### config.mk
export PLATFORM = sky130hd
export DESIGN_NAME = mem_arbiter
export DESIGN_NICKNAME = d
export VERILOG_FILES = /design/src/rtl/mem_arbiter.sv
export SDC_FILE = /design/constraint.sdc
export NUM_CORES = 1
export LEC_CHECK = 0
export CORE_AREA = 2 2 96 98
export CTS_CLUSTER_SIZE = 24
export DETAILED_ROUTE_END_ITERATION = 16
export DIE_AREA = 0 0 98 100
export PLACE_DENSITY = 0.82
export SETUP_SLACK_MARGIN = 0.5
export SLEW_MARGIN = 20
export SYNTH_ARGS = -nofsm -noshare
export SYNTH_HDL_FRONTEND = slang
export SYNTH_SLANG_ARGS = --single-unit
### constraint.sdc
create_clock -name clk -period 3.5 [get_ports clk]
set_input_delay 0.7 -clock clk [delete_from_list [all_inputs] [get_ports clk]]
set_output_delay 0.7 -clock clk [all_outputs]
set_load 0.005 [all_outputs]
### src/rtl/mem_arbiter.sv
// mem_arbiter: shares one single-port synchronous block RAM between the
// instruction-fetch port (read-only) and the data port (load/store).
//
// Only one access reaches the RAM per cycle. Grant and the RAM mux are
// combinational. Read data comes back one cycle after the grant and is
// steered to whichever port issued the read.
//
// Optional feature macro: MEM_ARB_FAIR_EN
//   undefined -> pure data priority; STARVE_LIMIT is ignored
//   defined   -> after STARVE_LIMIT consecutive contended losses, fetch
//                is forced through for one cycle
//
// Ports:
//   clk, rst             clock, synchronous active-high reset
//   if_req_*             fetch request (valid/ready/addr)
//   if_resp_*            fetch response (1-cycle valid pulse + data)
//   d_req_*              data request (valid/ready/addr/we/wdata)
//   d_resp_*             load response (1-cycle valid pulse + data)
//   mem_en/we/addr/din   RAM control and write data
//   mem_dout             RAM read data (one cycle after a read enable)
//   conflict_count       saturating count of cycles with both ports valid
module mem_arbiter #(
  parameter int ADDR_WIDTH   = 14,
  parameter int DATA_WIDTH   = 32,
  parameter int STARVE_LIMIT = 4
) (
  input  logic                    clk,
  input  logic                    rst,
  input  logic                    if_req_valid,
  output logic                    if_req_ready,
  input  logic [ADDR_WIDTH-1:0]   if_req_addr,
  output logic                    if_resp_valid,
  output logic [DATA_WIDTH-1:0]   if_resp_data,
  input  logic                    d_req_valid,
  output logic                    d_req_ready,
  input  logic [ADDR_WIDTH-1:0]   d_req_addr,
  input  logic [DATA_WIDTH/8-1:0] d_req_we,
  input  logic [DATA_WIDTH-1:0]   d_req_wdata,
  output logic                    d_resp_valid,
  output logic [DATA_WIDTH-1:0]   d_resp_data,
  output logic                    mem_en,
  output logic [DATA_WIDTH/8-1:0] mem_we,
  output logic [ADDR_WIDTH-1:0]   mem_addr,
  output logic [DATA_WIDTH-1:0]   mem_din,
  input  logic [DATA_WIDTH-1:0]   mem_dout,
  output logic [31:0]             conflict_count
);

  typedef enum logic [1:0] {OWN_NONE, OWN_IF, OWN_D} owner_e;

  owner_e      owner_q, owner_d;
  logic [31:0] conflict_q, conflict_d;
  logic        if_gnt, d_gnt;
  logic        both_valid;

  assign both_valid = if_req_valid && d_req_valid;

`ifdef MEM_ARB_FAIR_EN
  localparam int SW = $clog2(STARVE_LIMIT + 1);
  logic [SW-1:0] starve_q, starve_d;
  logic          force_if;

  // Fetch has been starved long enough: let it through once.
  assign force_if = both_valid && (starve_q == SW'(STARVE_LIMIT));

  always_comb begin
    if_gnt = 1'b0;
    d_gnt  = 1'b0;
    if (!rst) begin
      if_gnt = if_req_valid && (!d_req_valid || force_if);
      d_gnt  = d_req_valid && !force_if;
    end
  end

  // Counts consecutive cycles where fetch waits behind data; cannot pass
  // STARVE_LIMIT since reaching it forces the next fetch grant.
  always_comb begin
    starve_d = starve_q;
    if (!if_req_valid || if_gnt) starve_d = '0;
    else if (d_gnt)              starve_d = starve_q + 1'b1;
  end

  always_ff @(posedge clk) begin
    if (rst) starve_q <= '0;
    else     starve_q <= starve_d;
  end
`else
  logic unused_starve_limit;
  assign unused_starve_limit = (STARVE_LIMIT == 0);

  always_comb begin
    if_gnt = 1'b0;
    d_gnt  = 1'b0;
    if (!rst) begin
      d_gnt  = d_req_valid;
      if_gnt = if_req_valid && !d_req_valid;
    end
  end
`endif

  assign if_req_ready = if_gnt;
  assign d_req_ready  = d_gnt;

  // RAM drive: data address/we/wdata when data owns the slot, fetch
  // address otherwise. mem_din is don't-care unless a write is enabled.
  assign mem_en   = if_gnt || d_gnt;
  assign mem_we   = d_gnt ? d_req_we : '0;
  assign mem_addr = d_gnt ? d_req_addr : if_req_addr;
  assign mem_din  = d_req_wdata;

  // Owner tag: who receives mem_dout next cycle. Stores produce nothing.
  always_comb begin
    owner_d = OWN_NONE;
    if (d_gnt && (d_req_we == '0)) owner_d = OWN_D;
    else if (if_gnt)               owner_d = OWN_IF;
  end

  always_comb begin
    conflict_d = conflict_q;
    if (both_valid && (conflict_q != 32'hFFFF_FFFF))
      conflict_d = conflict_q + 32'd1;
  end

  always_ff @(posedge clk) begin
    if (rst) begin
      owner_q    <= OWN_NONE;
      conflict_q <= '0;
    end else begin
      owner_q    <= owner_d;
      conflict_q <= conflict_d;
    end
  end

  assign if_resp_valid  = (owner_q == OWN_IF);
  assign d_resp_valid   = (owner_q == OWN_D);
  assign if_resp_data   = mem_dout;
  assign d_resp_data    = mem_dout;
  assign conflict_count = conflict_q;

endmodule

==> results of run 1 <==
logic make-up after synthesis:
| group | after synthesis |
|---|---|
| multiplexers | 23 |
| flip-flops | 34 |
| buffers and inverters | 108 |
| XOR/XNOR | 11 |
| AND/OR/NAND/NOR | 110 |
| AO/OA/AOI/OAI | 39 |
| adder cells (fa/ha/maj) | 1 |
worst reg2reg max path: stages, from the launching register on:
cell and delay (ns):
dfxtp_1 0.46, nand4_2 0.20, nor3_4 0.47, nand4_1 0.47
or4_1 0.63, a21oi_1 0.16
metal layers:
metal	track usage [%]	routed length, µm	vias up
met2	19.7	3190	76
met5	0	0	-
met3	2.99	362	25
li1	-	-	1055
met4	5.45	148	0
met1	19.0	3390	1033
power by group through the flow:
stage                     Combinational [mW]  Clock (mW)  Sequential (mW)
final                                  0.132       0.282            0.391
after global routing                   0.140       0.303            0.391
after CTS                              0.131       0.286            0.391
after detailed placement               0.125           0            0.400
after global placement                 0.123           0            0.399
after floorplan                        0.127           0            0.399
area by class of cell:
type,instances,area [µm²]
Fill cell,900,5670
Multi-Input combinational cell,184,1310
Timing Repair Buffer,104,1010
Sequential cell,34,681
Tap cell,111,139
Clock buffer,5,68.8
Clock inverter,2,10.0
Inverter,2,7.51
stage by stage:
stage               hold slack [ns]  total power [mW]
CTS                           0.518             0.808
global placement              0.480             0.523
floorplan                     0.476             0.527
global route                  0.555             0.833
detailed placement            0.508             0.525
finish                        0.518             0.804
what timing repair did:
action                                  4_1_cts  5_1_grt
gates resized for setup                      18        1
setup buffers                                 8        1
endpoints found under the setup margin       14       15
cloned                                        2        0
flip-flops by register name (all words and copies together), names as in the netlist:
signal	count
conflict_count	32
owner_q	2
layout by cell type (no fill, tap or decap), types with 3 or more instances in the layout:
master and n:
nor2_1 27, or3_1 3, a311oi_1 4, a21oi_1 12, or4_1 7, and2_1 6
nand4_2 3, nor2b_1 10, o31ai_1 6, dfxtp_1 34, clkdlybuf4s50_1 78, and4_1 3
nand3_1 11, mux2_2 20, xor2_1 3, a31oi_1 3, and3_1 6, nand2_1 13
buf_4 11, dlygate4sd2_1 11, nand4_1 5, clkbuf_8 5, o21ai_0 3, buf_6 3
xnor2_1 8, nor3_1 3
how the worst min path moves through the flow:
stage / to / cells after the start / from
after global routing: conflict_count[22] / 2 / conflict_count[22]
final: conflict_count[29] / 2 / conflict_count[29]
after detailed placement: conflict_count[31] / 2 / conflict_count[31]
after floorplan: conflict_count[31] / 2 / conflict_count[31]
after CTS: conflict_count[31] / 2 / conflict_count[31]
after global placement: conflict_count[31] / 2 / conflict_count[31]
==> impl_results.md, run 1 <==
- Final Hold Vio Count: 0
- Comb power frac: between 10% and 20%
- Mux share of post-synthesis cell area: a little under a tenth
- Worst setup path end: mem_addr[3]
- Syn_nets: roughly 430
- Worst r2r dst: conflict_count[31]
- Startpoint Class: input port
- Avg Vias per Cell: 4.95
- # diodes: 0
- Synth Area per Inst: 8.44 µm²
- Clock transition at the registers of the reported paths: ~0.08 ns
- Hold-fix buffers at CTS: 0
- FFs w/ async S/R, synth: 0%
- Crit path buf inv count: 3
- CP max stage cell: clkdlybuf4s50_1
- Switching share of total power: between 20% and 30%
- CTS max path bufs: 2
- Main combinational cell family by area after synthesis: buffers and inverters
- Via Count: around 2200
- Number of synthesized register bits: 34
- Global router's overall resource usage: between 10% and 20%
- P_leak: between 1 and 1.5 nW
- Post-DP Area: ~0.0031 mm²
- Internal Dissipation: 0.609 mW
- Max-cap viol count: 0
- Htree depth: 2
- Num ports: approximately 250
- Setup violations, final: 0
- GRT overflow: 0
- Syn-to-layout area delta: 17.1%
- Netlist Area Pre-Place: between 0.002 and 0.003 mm²
- Inserted Clock Buffers: 5
- Cell chain of the critical path: dlygate4sd2_1, nor2b_4, buf_6, mux2_2, clkdlybuf4s50_1
- Post-DP HPWL: between 5000 and 6000 µm
- Area contributors post-synth: buf_4, dfxtp_1, mux2_2
- Crit path largest cell delay: roughly 0.46 ns
- Setup CP Type: input port to output pin
- EDFF count, synth: 0
- Cell variety after synth: 47
- Pin count of the biggest net entering global routing: 45
- Die area: between 0.009 and 0.01 mm²
- Post-synthesis compound-gate area fraction: under 10%
- Worst EP required: around 2.8 ns
- Post-route antenna net violation count: 0
- Row cnt: 35
- Max Freq: between 300 and 400 MHz
- P_sw: 0.196 mW
- Initial antenna violation count: 0
- Synth Flop Type: dfxtp_1
- Seq/Total Area, Yosys: between 20 and 25%
- Crit end category: output pin
- Hold Path Class: flip-flop to flip-flop
- Core Area: approximately 0.0089 mm²
- R2R cell count: 5
- Synth warn: 0
- First-pass GRT wire length: 10600 µm
- Clock root cell: clkbuf_8
- Setup_tns: 0 ns
- Slew margin rel.: about 56%
- Crit Path Max Fanout: 5
- Simple-Gate Fraction of Synth Area: between 20% and 30%
- Vias in the first global route: ~2000
- Crit path launch: rst
- Share of cells above drive strength 1: around 18%
- CTS sink cnt: 34
- Status: finished, final reports clean
- Dpl cells: roughly 420
- DRC Markers: 0
- CTS tree: yes
- Count of pins over their slew limit: 0
- XOR/XNOR Fraction of Synth Area: approximately 3.5%
- Drt total wl: about 7100 µm
- Die height: approximately 100 µm
- Most common cell in the synthesized netlist: buf_4
- Setup WS pre-CTS: slightly below 0.4 ns
- Worst Setup Slack, final: between 0.6 and 0.7 ns
- Top Family by Delay on Critical Path: buffers and inverters
- Flop2flop setup slack: about 1.1 ns
- Synth area leader: buf_4
- Layout Cells excl Fill: between 400 and 500
- Post-route cell area: around 0.0032 mm²
- Synth cell count leaders: buf_4, dfxtp_1, nor2_1
- Drt wl/cell: between 15 and 20 µm
- VDD IR max: 0.161 mV
- RSZ-0062 raised after global routing: false
- Clock network fraction of total power: a little over a third
- Crit. path cell count: 5
- Clock latency on the worst-skew pair: approximately 0.29 ns
- Top-area cell type share of the netlist area: a little over a quarter
- Synth Area in Adders: less than 1%
- Pre-antenna DRT Iters: 4
- Utilization after layout: between 30% and 40%
- Starting density of the core: 30.9%
- PwrDens: ~250 mW/mm²
- Die W: a little under 100 µm
- IO buf count: 90
- Slew at the pin with the worst max-slew slack: 0.650 ns
- Global placement routability congestion: between 0.7 and 0.8
- Worst clock skew: 0.0104 ns
- Final nets: between 400 and 500
- Reg2reg start: conflict_count[14]
- Initial DRC Count: 130
- Synth Instances: 326
- Worst EP arrival: about 2.1 ns
- Share of power burned in registers: 48.6%
- Post-layout min period: 2.82 ns
- Fin crit share: 80.7%
(Power assumes the default switching activity.)
==> inputs of run 2 (changes only) <==
--- a/config.mk
+++ b/config.mk
@@ -5,11 +5,11 @@
 export SDC_FILE = /design/constraint.sdc
 export NUM_CORES = 1
 export LEC_CHECK = 0
-export CORE_AREA = 2 2 96 98
+export CORE_MARGIN = 2
+export CORE_UTILIZATION = 32
 export CTS_CLUSTER_SIZE = 24
 export DETAILED_ROUTE_END_ITERATION = 16
-export DIE_AREA = 0 0 98 100
-export PLACE_DENSITY = 0.82
+export PLACE_DENSITY = 0.83
 export SETUP_SLACK_MARGIN = 0.5
 export SLEW_MARGIN = 20
 export SYNTH_ARGS = -nofsm -noshare
==> constraint.sdc (replaced) <==
create_clock -name clk -period 2.85 [get_ports clk]
set_input_delay 0.57 -clock clk [delete_from_list [all_inputs] [get_ports clk]]
set_output_delay 0.57 -clock clk [all_outputs]
set_load 0.005 [all_outputs]
==> run 2 against run 1 <==
Clock skew shrank 0.0029 ns. Global-route usage is 1.4 points higher. Hold slack barely moved. Via count unchanged. Critical path depth is 1 higher. Non-clock buffer count rose by 4. Routed wire length grew 0.34%. Cell count shrank 0.45%. Combinational power increased by 19%. Die area is 4.6% lower. Flip-flop and latch count is the same. Critical path type unchanged. Sequential share of layout area is 0.33 points lower. Largest power group unchanged.
==> impl_results.md, run 2 (same netlist as run 1, synthesis figures left out) <==
- Setup violations, final: 0
- Fin crit share: between 80% and 90%
- Die area: 0.00935 mm²
- Crit end category: output pin
- Commonest non-fill, non-tap cell in the layout: clkdlybuf4s50_1
- Slew margin rel.: a little under two thirds
- First-pass GRT wire length: 11500 µm
- CTS sink cnt: 34
- Global placement routability congestion: 0.861
- Inserted Clock Buffers: 5
- VDD IR max: around 0.21 mV
- Avg Vias per Cell: between 4 and 5
- Post-route antenna net violation count: 0
- RSZ-0062 raised after global routing: false
- Most frequent cells in the layout: clkdlybuf4s50_1, dfxtp_1, nor2_1
- Htree depth: 2
- Initial antenna violation count: 0
- Final nets: ~440
- Crit Path Max Fanout: 5
- Vias in the first global route: between 2000 and 2500
- # diodes: 0
- P_leak: ~1.2 nW
- Number of flip-flops in the largest register: 32
- Core Area: between 0.008 and 0.009 mm²
- Setup_tns: 0 ns
- Starting density of the core: about a third
- Post-layout min period: about 2.3 ns
- Num ports: between 200 and 300
- Syn-to-layout area delta: 19.0%
- Row cnt: 33
- GRT overflow: 0
- CTS max path bufs: 2
- Die W: approximately 97 µm
- Clock root cell: clkbuf_8
- Status: finished, final reports clean
- Max Freq: 433 MHz
- Count of pins over their slew limit: 0
- Global router's overall resource usage: 14.8%
- Final Hold Vio Count: 0
- CTS tree: yes
- Drt total wl: 7120 µm
- Slew at the pin with the worst max-slew slack: about 0.54 ns
- CP max stage cell: mux2_2
- PwrDens: approximately 330 mW/mm²
- Share of cells above drive strength 1: 19.4%
- Post-DP HPWL: roughly 5400 µm
- Hold Path Class: flip-flop to flip-flop
- DRC Markers: 0
- Pin count of the biggest net entering global routing: between 40 and 50
- Startpoint Class: input port
- Clock latency on the worst-skew pair: ~0.29 ns
- Pre-antenna DRT Iters: 4
- Max-cap viol count: 0
- Worst EP arrival: 1.74 ns
- Via Count: roughly 2200
- Hold-fix buffers at CTS: 0
- Utilization after layout: 39.6%
- Cell chain of the critical path: clkdlybuf4s15_2, nor2b_4, buf_6, buf_4, mux2_2, dlygate4sd2_1
- Worst EP required: between 2 and 2.5 ns
- Die height: between 90 and 100 µm
- Setup CP Type: input port to output pin
- FILL cells: 839
- Initial DRC Count: 102
- Crit path largest cell delay: roughly 0.31 ns
- IO buf count: 90
- Worst clock skew: around 0.0075 ns
- Clock transition at the registers of the reported paths: 0.07 ns
- Drt wl/cell: 16.2 µm
run 2: cell count changes in the layout (fill, tap and decap cells not counted), moves of 2 or more:
cell,previous run,this run
clkdlybuf4s15_1,0,9
clkdlybuf4s50_1,78,68
clkinv_2,2,0
buf_4,11,16
run 2: layout make-up:
class / instances / area [µm²] / share of cell area, %
well taps: 105 / 131 / 4.02
clock buffers: 6 / 82.6 / 2.52
clock inverters: 1 / 30.0 / 0.918
flip-flops and latches: 34 / 681 / 20.8
multi-input cells: 184 / 1320 / 40.3
repair buffers: 108 / 1020 / 31.2
inverters: 2 / 7.51 / 0.229
run 2: repair_timing:
item | in CTS | in global routing
gates resized for setup | 36 | 8
cloned | 1 | 0
setup endpoints to repair | 22 | 15
pin swaps | 0 | 1
buffers inserted | 7 | 1
run 2: report_power, final:
| group | switching [mW] | total [mW] | internal, mW |
|---|---|---|---|
| sequential | 0.00230 | 0.480 | 0.477 |
| clock | 0.174 | 0.454 | 0.280 |
| combinational | 0.0548 | 0.157 | 0.102 |
run 2: path summary, 6_finish.rpt:
path	slack [ns]	startpoint	to	cells after the start
setup / recovery	0.54	d_req_valid	mem_addr[10]	6
hold / removal	0.52	conflict_count[29]	conflict_count[29]	2
setup reg to reg	0.72	conflict_count[0]	conflict_count[17]	6
hold reg to reg	0.52	conflict_count[29]	conflict_count[29]	2
run 2: critical path: cells and delay by family:
family,cells,cell delay [ns]
mux,1,0.31
buf+inv,4,0.68
simple gates,1,0.17
run 2: metrics by stage:
| step | instances | power (mW) | setup WS (ns) | hold slack (ns) | instance area [µm²] |
|---|---|---|---|---|---|
| after CTS | 439 | 1.10 | 0.500 | 0.520 | 3250 |
| after global placement | 424 | 0.643 | 0.0658 | 0.489 | 3090 |
| after global routing | 440 | 1.13 | 0.502 | 0.564 | 3270 |
| after detailed placement | 424 | 0.647 | 0.0390 | 0.507 | 3090 |
| final | 440 | 1.09 | 0.543 | 0.518 | 3270 |
| after floorplan | 326 | 0.647 | 0.685 | 0.476 | 2750 |
run 2: layer usage:
layer / share of wire (%) / track usage, % / up-vias
met5: 0 / 0 / -
met4: 2.4 / 5.31 / 0
met3: 6.2 / 4.26 / 37
met2: 47 / 23.8 / 62
met1: 44 / 18.8 / 1034
li1: - / - / 1056
